[config.mk]
export PLATFORM = sky130hd
export DESIGN_NAME = sdram_loader
export DESIGN_NICKNAME = d
export VERILOG_FILES = /design/src/rtl/sdram_pkg.sv /design/src/rtl/sdram_byte_fifo.sv /design/src/rtl/sdram_loader.sv
export SDC_FILE = /design/constraint.sdc
export NUM_CORES = 1
export LEC_CHECK = 0
export BUFFER_PORTS_ARGS = -buffer_cell sky130_fd_sc_hd__buf_2
export CORE_ASPECT_RATIO = 0.5
export CORE_UTILIZATION = 45
export DETAILED_ROUTE_END_ITERATION = 16
export HOLD_SLACK_MARGIN = 0.15
export PLACE_DENSITY = 0.68
export REMOVE_ABC_BUFFERS = 1
export SETUP_SLACK_MARGIN = 0.5
export SYNTH_ARGS = -nofsm -noshare
export SYNTH_HDL_FRONTEND = slang
export SYNTH_SLANG_ARGS = --single-unit
[constraint.sdc]
create_clock -name clk -period 3 [get_ports clk]
set_input_delay 0.6 -clock clk [delete_from_list [all_inputs] [get_ports clk]]
set_output_delay 0.6 -clock clk [all_outputs]
set_load 0.1 [all_outputs]
[src/rtl/sdram_pkg.sv]
// Shared types and defaults for the SDRAM loader slice.
package sdram_pkg;

  localparam int unsigned FifoDepthDefault = 16;
  localparam int unsigned AddrWDefault     = 25;

  typedef enum logic [2:0] {
    StIdle,
    StIssue,
    StWaitAck,
    StWaitDone,
    StGap,
    StFinish
  } state_e;

  typedef enum logic {
    ModeDl,
    ModeFill
  } mode_e;

endpackage

[src/rtl/sdram_byte_fifo.sv]
// Synchronous byte FIFO with count-based full/empty; head byte is visible on pop_data.
module sdram_byte_fifo #(
  parameter int unsigned DEPTH = 16
) (
  input  logic       clk,
  input  logic       reset,
  input  logic       push,
  input  logic [7:0] push_data,
  input  logic       pop,
  output logic [7:0] pop_data,
  output logic       full,
  output logic       empty
);

  localparam int unsigned PtrW = $clog2(DEPTH);
  localparam logic [PtrW:0] FullCount = (PtrW + 1)'(DEPTH);

  logic [7:0]      mem [DEPTH];
  logic [PtrW-1:0] wr_ptr;
  logic [PtrW-1:0] rd_ptr;
  logic [PtrW:0]   count;
  logic            do_push;
  logic            do_pop;

  assign full     = (count == FullCount);
  assign empty    = (count == '0);
  assign do_push  = push && !full;
  assign do_pop   = pop && !empty;
  assign pop_data = mem[rd_ptr];

  // Storage array; no reset needed since empty gates every read.
  always_ff @(posedge clk) begin
    if (do_push) begin
      mem[wr_ptr] <= push_data;
    end
  end

  // Pointers and occupancy; push+pop in one cycle leaves count unchanged.
  always_ff @(posedge clk) begin
    if (reset) begin
      wr_ptr <= '0;
      rd_ptr <= '0;
      count  <= '0;
    end else begin
      if (do_push) wr_ptr <= wr_ptr + PtrW'(1);
      if (do_pop)  rd_ptr <= rd_ptr + PtrW'(1);
      unique case ({do_push, do_pop})
        2'b10:   count <= count + (PtrW + 1)'(1);
        2'b01:   count <= count - (PtrW + 1)'(1);
        default: count <= count;
      endcase
    end
  end

endmodule

[src/rtl/sdram_loader.sv]
// Streams downloaded bytes or a constant fill into an SDRAM controller channel,
// one edge-triggered write request per byte.
module sdram_loader
  import sdram_pkg::*;
#(
  parameter int unsigned FIFO_DEPTH = FifoDepthDefault,
  parameter int unsigned ADDR_W     = AddrWDefault
) (
  input  logic              clk,
  input  logic              reset,
  input  logic              dl_start,
  input  logic [ADDR_W-1:0] dl_base,
  input  logic              dl_end,
  input  logic              in_valid,
  input  logic [7:0]        in_data,
  output logic              in_ready,
  input  logic              fill_start,
  input  logic [ADDR_W-1:0] fill_base,
  input  logic [ADDR_W-1:0] fill_len,
  input  logic [7:0]        fill_value,
  output logic              active,
  output logic              done,
  output logic [ADDR_W-1:0] bytes_written,
  output logic [ADDR_W-1:0] ch_addr,
  output logic              ch_rd,
  output logic              ch_wr,
  output logic [7:0]        ch_din,
  input  logic              ch_busy
);

  state_e            state;
  mode_e             mode;
  logic [ADDR_W-1:0] addr;
  logic [ADDR_W-1:0] remaining;
  logic [7:0]        fill_byte;
  logic              dl_end_seen;

  logic              fifo_push;
  logic              fifo_pop;
  logic [7:0]        fifo_dout;
  logic              fifo_full;
  logic              fifo_empty;
  logic              byte_avail;
  logic              dl_complete;
  logic              fill_complete;

  assign ch_rd         = 1'b0;
  assign in_ready      = (mode == ModeDl) && active && !fifo_full;
  assign fifo_push     = in_valid && in_ready;
  assign fifo_pop      = (state == StWaitDone) && !ch_busy && (mode == ModeDl);
  assign byte_avail    = (mode == ModeDl) ? !fifo_empty : (remaining != '0);
  assign dl_complete   = (mode == ModeDl) && dl_end_seen && fifo_empty;
  assign fill_complete = (mode == ModeFill) && (remaining == '0);

  sdram_byte_fifo #(
    .DEPTH(FIFO_DEPTH)
  ) u_fifo (
    .clk      (clk),
    .reset    (reset),
    .push     (fifo_push),
    .push_data(in_data),
    .pop      (fifo_pop),
    .pop_data (fifo_dout),
    .full     (fifo_full),
    .empty    (fifo_empty)
  );

  // Sequencer: start decode, per-byte write handshake, counters and registered outputs.
  always_ff @(posedge clk) begin
    if (reset) begin
      state         <= StIdle;
      mode          <= ModeDl;
      addr          <= '0;
      remaining     <= '0;
      fill_byte     <= '0;
      dl_end_seen   <= 1'b0;
      active        <= 1'b0;
      done          <= 1'b0;
      bytes_written <= '0;
      ch_addr       <= '0;
      ch_din        <= '0;
      ch_wr         <= 1'b0;
    end else begin
      done <= 1'b0;
      if (active && (mode == ModeDl) && dl_end) begin
        dl_end_seen <= 1'b1;
      end
      unique case (state)
        StIdle: begin
          if (dl_start) begin
            addr          <= dl_base;
            bytes_written <= '0;
            mode          <= ModeDl;
            dl_end_seen   <= 1'b0;
            active        <= 1'b1;
            state         <= StIssue;
          end else if (fill_start) begin
            addr          <= fill_base;
            remaining     <= fill_len;
            fill_byte     <= fill_value;
            bytes_written <= '0;
            mode          <= ModeFill;
            active        <= 1'b1;
            state         <= (fill_len == '0) ? StFinish : StIssue;
          end
        end
        StIssue: begin
          // ch_wr already high means GAP preloaded the next byte.
          if (ch_wr) begin
            state <= StWaitAck;
          end else if (dl_complete) begin
            state <= StFinish;
          end else if (byte_avail) begin
            ch_addr <= addr;
            ch_din  <= (mode == ModeDl) ? fifo_dout : fill_byte;
            ch_wr   <= 1'b1;
            state   <= StWaitAck;
          end
        end
        StWaitAck: begin
          if (ch_busy) state <= StWaitDone;
        end
        StWaitDone: begin
          if (!ch_busy) begin
            ch_wr         <= 1'b0;
            addr          <= addr + ADDR_W'(1);
            bytes_written <= bytes_written + ADDR_W'(1);
            if (mode == ModeFill) remaining <= remaining - ADDR_W'(1);
            state <= StGap;
          end
        end
        StGap: begin
          // ch_wr is low for this one cycle; raise it again on exit if a byte is ready.
          if (fill_complete || dl_complete) begin
            state <= StFinish;
          end else begin
            if (byte_avail) begin
              ch_addr <= addr;
              ch_din  <= (mode == ModeDl) ? fifo_dout : fill_byte;
              ch_wr   <= 1'b1;
            end
            state <= StIssue;
          end
        end
        StFinish: begin
          done   <= 1'b1;
          active <= 1'b0;
          state  <= StIdle;
        end
        default: state <= StIdle;
      endcase
    end
  end

endmodule

# Word level (Yosys, flattened, before mapping)
# Memory sizes are Yosys's and may differ from the RTL's. A register that Yosys moved wholly into a read port is not among the register bits.
# Index checks and enable logic that the tools add are counted.
# totals
regBits,137
ram_bits,128
inputBits,98
output_inout_bits,63
word_cells,133
mem_count,1
# classes
add_sub_neg,7
n_eq_ne,19
mux,55
bitwise_logic,2
reduce_logical,34
# mem_list
memory,words,word_bits,read_ports,rd_ports_with_merged_regs,write_ports,line,rtl
u_fifo.mem,16,8,1,1,1,sdram_byte_fifo.sv:18,logic [7:0] mem [DEPTH];
# ops
operator,n
$mux 25,14
$pmux 25 s2,4
$add 25x1->25 const B,2
$logic_not 25->1,2
$mux 8,5
$mux 3,9
$reduce_bool 25->1,1
$sub 25x1->25 const B,1
$ne 2x2->1 const B,9
$mux 1,16
$pmux 8 s2,1
$pmux 3 s5,1
$reduce_and 4->1,3
$logic_and 1x1->1,11
$pmux 5 s2,1
$reduce_bool 2->1,5
$add 4x1->4 const B,2
$mux 4,2
$eq 3x2->1 const B,2
$eq 3x3->1 const B,2
$reduce_and 3->1,2
$add 5x1->5 const B,1
$eq 5x5->1 const B,1
$logic_not 5->1,1
15 further kinds,19

# Depth between registers and ports, before layout
# logic_depth
word_depth,7
depth_mapped,13

# Hierarchy
# Synthesis repeated with hierarchy kept, for this count alone.
# unflattened
cells_unflattened,1229
area_unflattened_um2,12697.2
# modules_own_cells
mod,instances,cells_each,area_per_inst_um2,seq_area_each_um2
sdram_loader,1,899,6805.3,2482.4
sdram_byte_fifo,1,330,5891.9,4184.0

# Worst setup path after synthesis
# OpenSTA, ideal clock, no wires.
# synth_path
path_type,reg2reg
from,register active
to,register u_fifo.count[4]
setup_ns,0.121
arrival_ns,3.635
t_required_ns,2.879
setup_slack_ns,-0.756
path_stages_with_launch,13
synth_period_minus_slack_ns,3.756
cell_sequence,dfxtp_1 > nand2b_1 > a211oi_1 > inv_1 > ha_1 > clkbuf_1 > xor2_1 > ha_1 > inv_1 > o21ai_0 > a21o_1 > a221oi_1 > mux2_2
# synth_via
elab_chain_cells,6
elab_cells_between_ends,8
# synth_rtl
element,line,rtl
from (decl),sdram_loader.sv:21,"output logic active,"
from (signal assigned),sdram_loader.sv:77,active <= 1'b0;
from (signal assigned),sdram_loader.sv:95,active <= 1'b1;
from (signal assigned),sdram_loader.sv:103,active <= 1'b1;
$logic_and 1x1->1 (*) (2 in series),sdram_loader.sv:48,assign in_ready = (mode == ModeDl) && active && !fifo_full;
$logic_and 1x1->1 (*),sdram_loader.sv:49,assign fifo_push = in_valid && in_ready;
$logic_and 1x1->1 (*),sdram_byte_fifo.sv:27,assign do_push = push && !full;
$eq 2x1->1 or $eq 2x2->1 (tied branches),sdram_byte_fifo.sv:47,"unique case ({do_push, do_pop})"
$pmux 5 s2 or $reduce_bool 2->1 (tied branches),-,
to (signal assigned),sdram_byte_fifo.sv:48,2'b10: count <= count + (PtrW + 1)'(1);
to (signal assigned),sdram_byte_fifo.sv:49,2'b01: count <= count - (PtrW + 1)'(1);
to (signal assigned),sdram_byte_fifo.sv:50,default: count <= count;
to (decl),sdram_byte_fifo.sv:21,logic [PtrW:0] count;
# Mark *: on every way between the ends. The rest lies on a longest branch, timed or not.
# A chain may end at the register's enable or synchronous reset.

# Final worst setup path
# layout_path
from,register u_fifo.count[0]
to,register u_fifo.count[4]
# layout_via
elab_cells_between_ends,14
# layout_rtl
element,line,rtl
$logic_not 5->1 (*),sdram_byte_fifo.sv:26,assign empty = (count == '0);
$logic_not 1->1 (*),sdram_byte_fifo.sv:28,assign do_pop = pop && !empty;
$logic_and 1x1->1 (*),sdram_byte_fifo.sv:28,
via u_fifo.do_pop,sdram_byte_fifo.sv:23,logic do_pop;
$eq 2x1->1 or $eq 2x2->1 (tied branches),sdram_byte_fifo.sv:47,
$pmux 5 s2 or $reduce_bool 2->1 (tied branches),-,
# Mark *: on every way through the listed nets, which the timed path passes. The rest lies on a longest branch.

==> impl_metrics.csv <==
group,metric,value,unit
clock_network,clk_latency,0.55,ns
yosys,yosys.area_share.simple,0.1765,
floorplanning,die_y,119.4,um
place,placedCellCount,1683,
worst_setup_path,start_kind,"flop",
outcome,outcome,"complete, no violations",
yosys,yosysWarnings,0,
yosys,async_reset_ff_frac,0,
global_route,first_global_vias,9837,
yosys,synth_ff_type,"dfxtp_1",
global_route,antenna_found_initial,4,
floorplanning,start_util,0.4640,
yosys,synth_adder_area_share,0.01210,
clock_network,cts_tree,"done",
yosys,avgSynthCellArea,10.27,um2
drt,routed_wl,31690,um
finish,layout-drive-gt1-share,0.2426,
pwr,p_per_area,701.4,nW/um2
flow_run,maxCapViolCount,0,
worst_setup_path,critPathTopFamily,"compound AO/OA/AOI/OAI gates",
drt,ant_nets,0,
sta,drv_slew,0,
drt,drt-vias-per-instance,5.778,
pwr,peakVddDrop,433.8,uV
worst_setup_path,max_stage_delay,0.51,ns
yosys,synth_edf_count,128,
worst_setup_path,crit_chain,"or4_1 -> o211a_1 -> ha_4 -> xor2_2 -> ha_2 -> inv_2 -> o21ai_2 -> a21o_1 -> a221oi_2 -> mux2_4",
place,io_buffers,159,
clock_network,cts_root_buf,"clkbuf_16",
worst_setup_path,cp_max_fo,2,
global_route,grt_util_met3,0.03662,
finish,layout.cells.non_filler,1737,
sta,period_minus_slack,2.678,ns
finish,fin_util,0.5490,
sta,rsz0062_at_grt,"yes",
sta,max_slew.worst_pin.slew,0.8906,ns
drt,vias,10040,
global_route,grt_max_degree,83,
finish,nNetsFinal,1474,
yosys,synth_compound_area_frac,0.1444,
clock_network,cts_htree_levels,1,
sta,fmax,373.5,MHz
sta,setup_violations,0,
yosys,synthCells,1209,
hold_path,hold_class,"in -> reg",
drt,drt_iter0_drc,954,
pwr,leakage,5.311,nW
drt,drc,0,
yosys,synth-xor-area-share,0.01694,
global_route,grt_pass1_wl,50140,um
floorplanning,design.core.area,26750,um2
clock_network,clockBufferDepth,3,
floorplanning,io_pins,161,
worst_setup_path,slowest_stage,"or4_1",
yosys,synth_top_family_by_area,"simple AND/OR/NAND/NOR gates",
finish,syn2layout_area_growth,18.32,%
worst_setup_path,endpoint_kind,"flop",
place,hpwl,21470,um
sta,setup_ws,0.3225,ns
clock_network,clkTransAtPathRegs,0.07,ns
yosys,yosysSeqAreaShare,0.5371,
worst_setup_path,crit_type,"reg -> reg",
drt,wire_per_inst,18.24,um
global_route,grt.total_usage,0.2196,
floorplanning,dieArea,28290,um2
worst_setup_path,cp.arrival,3.10,ns
global_route,overflow,0,
yosys,synth_mux_area_frac,0.08085,
floorplanning,die_w,236.9,um
yosys,ys_ff_latch,269,
global_route,top_usage_layer,"met2",
pwr,design_power_total,10.30,mW
clock_network,postCtsHoldBufs,0,
global_route,grtUsageMet1,0.2838,
global_route,use_met2,0.3737,
worst_setup_path,required,3.42,ns
yosys,syn_area,12410,um2
drt,dr.pass1.iters,6,
place,gp_congestion,0.8821,
floorplanning,rows,42,
sta,fin_skew,0.02087,ns
worst_setup_path,cp.buffers_inverters,1,
sta,maxSlewHeadroom,0.4008,
place,dp_slack,0.1525,ns
clock_network,cts.sinks,269,
sta,post-route-period-util,0.8925,
yosys,ys_types,66,
sta,finalHoldViolCount,0,
clock_network,cts-buffers-inserted,24,
stage by stage:
step	setup TNS (ns)	hold slack, ns	instance area (um2)
after floorplan	-25.18	0.4301	12080
after global placement	0	0.4418	13730
after detailed placement	0	0.4442	13730
after CTS	0	0.2899	14610
after global routing	0	0.3050	14690
final	0	0.3014	14690
metal layers:
| metal | share of wire | vias to the layer above |
|---|---|---|
| met5 | 0 | - |
| met4 | 0.026 | 0 |
| met3 | 0.049 | 67 |
| met2 | 0.49 | 301 |
| met1 | 0.43 | 4848 |
| li1 | - | 4821 |
state kept, by name (all words and copies together), names as in the netlist, 4 cells and up, named ones only:
signal,count
u_fifo.mem,128
addr,25
bytes_written,25
ch_addr,25
remaining,25
ch_din,8
fill_byte,8
u_fifo.count,5
u_fifo.rd_ptr,4
u_fifo.wr_ptr,4
Yosys cell counts, types with 22 or more instances:
library cell | count | area (um2)
a21oi_1 | 121 | 605.6
clkbuf_1 | 68 | 255.2
dfxtp_1 | 141 | 2823
edfxtp_1 | 128 | 3844
mux2_2 | 22 | 247.7
mux2i_1 | 26 | 260.3
mux4_2 | 22 | 495.5
nand2_1 | 130 | 488.0
nand3_1 | 33 | 165.2
nor2_1 | 97 | 364.1
nor3_1 | 40 | 200.2
nor4_1 | 24 | 150.1
o21ai_0 | 58 | 290.3
cell families after synthesis:
kind of cell | count (synthesis)
xor gates and xnor gates | 24
muxes | 70
buffers and inverters | 101
and+or+nand+nor | 440
adders and majority gates | 12
AOI/OAI and AO/OA | 292
other | 1
DFF | 269
cell usage in the layout (no fill, tap or decap), types with 18 or more instances in the layout:
master / netlist / layout
a21oi_1: 121 / 121
nand4_1: 18 / 18
mux2_2: 22 / 21
o21ai_0: 58 / 57
mux2i_1: 26 / 26
edfxtp_1: 128 / 128
buf_2: 4 / 157
clkbuf_16: 0 / 24
buf_4: 1 / 51
mux4_2: 22 / 22
nor3_1: 40 / 40
nor4_1: 24 / 21
nand3_1: 33 / 33
nand2_1: 130 / 130
nor2_1: 97 / 96
dfxtp_1: 141 / 137
worst paths after layout:
| path | start | slack [ns] | cells past startpoint | to |
|---|---|---|---|---|
| setup reg to reg | u_fifo.count[0] | 0.32 | 10 | u_fifo.count[4] |
| setup / recovery | u_fifo.count[0] | 0.32 | 10 | u_fifo.count[4] |
| hold reg to reg | ch_addr[9] | 0.45 | 2 | ch_addr[9] |
| hold / removal | fill_value[7] | 0.30 | 3 | fill_byte[7] |
area by class of cell:
cell class | count | area [um2]
antenna | 4 | 10.01
clock buffer | 31 | 656.9
clock inverter | 12 | 123.9
fill | 2289 | 12060
inverter | 17 | 63.81
multi-input combinational | 839 | 5463
sequential | 269 | 6676
tap | 352 | 440.4
timing repair buffer | 213 | 1251
report_power, final:
part / internal (mW) / switching (mW) / total [mW]
registers: 4.14 / 0.324 / 4.46
logic: 0.883 / 1.84 / 2.72
clock network: 1.73 / 1.39 / 3.11
total: 6.75 / 3.55 / 10.3
worst min-delay path, delay by kind of cell:
kind                   cells  cell delay, ns
AO/OA/AOI/OAI              1            0.05
AND/OR/NAND/NOR            1            0.05
buffers and inverters      1            0.10
what timing repair did:
item | CTS | global route
setup endpoints to repair | 3 | 31
pin swaps | 7 | 8
resized for setup | 14 | 11
buffers inserted | 6 | 1
No activity file was read; power rests on OpenSTA's default activity.
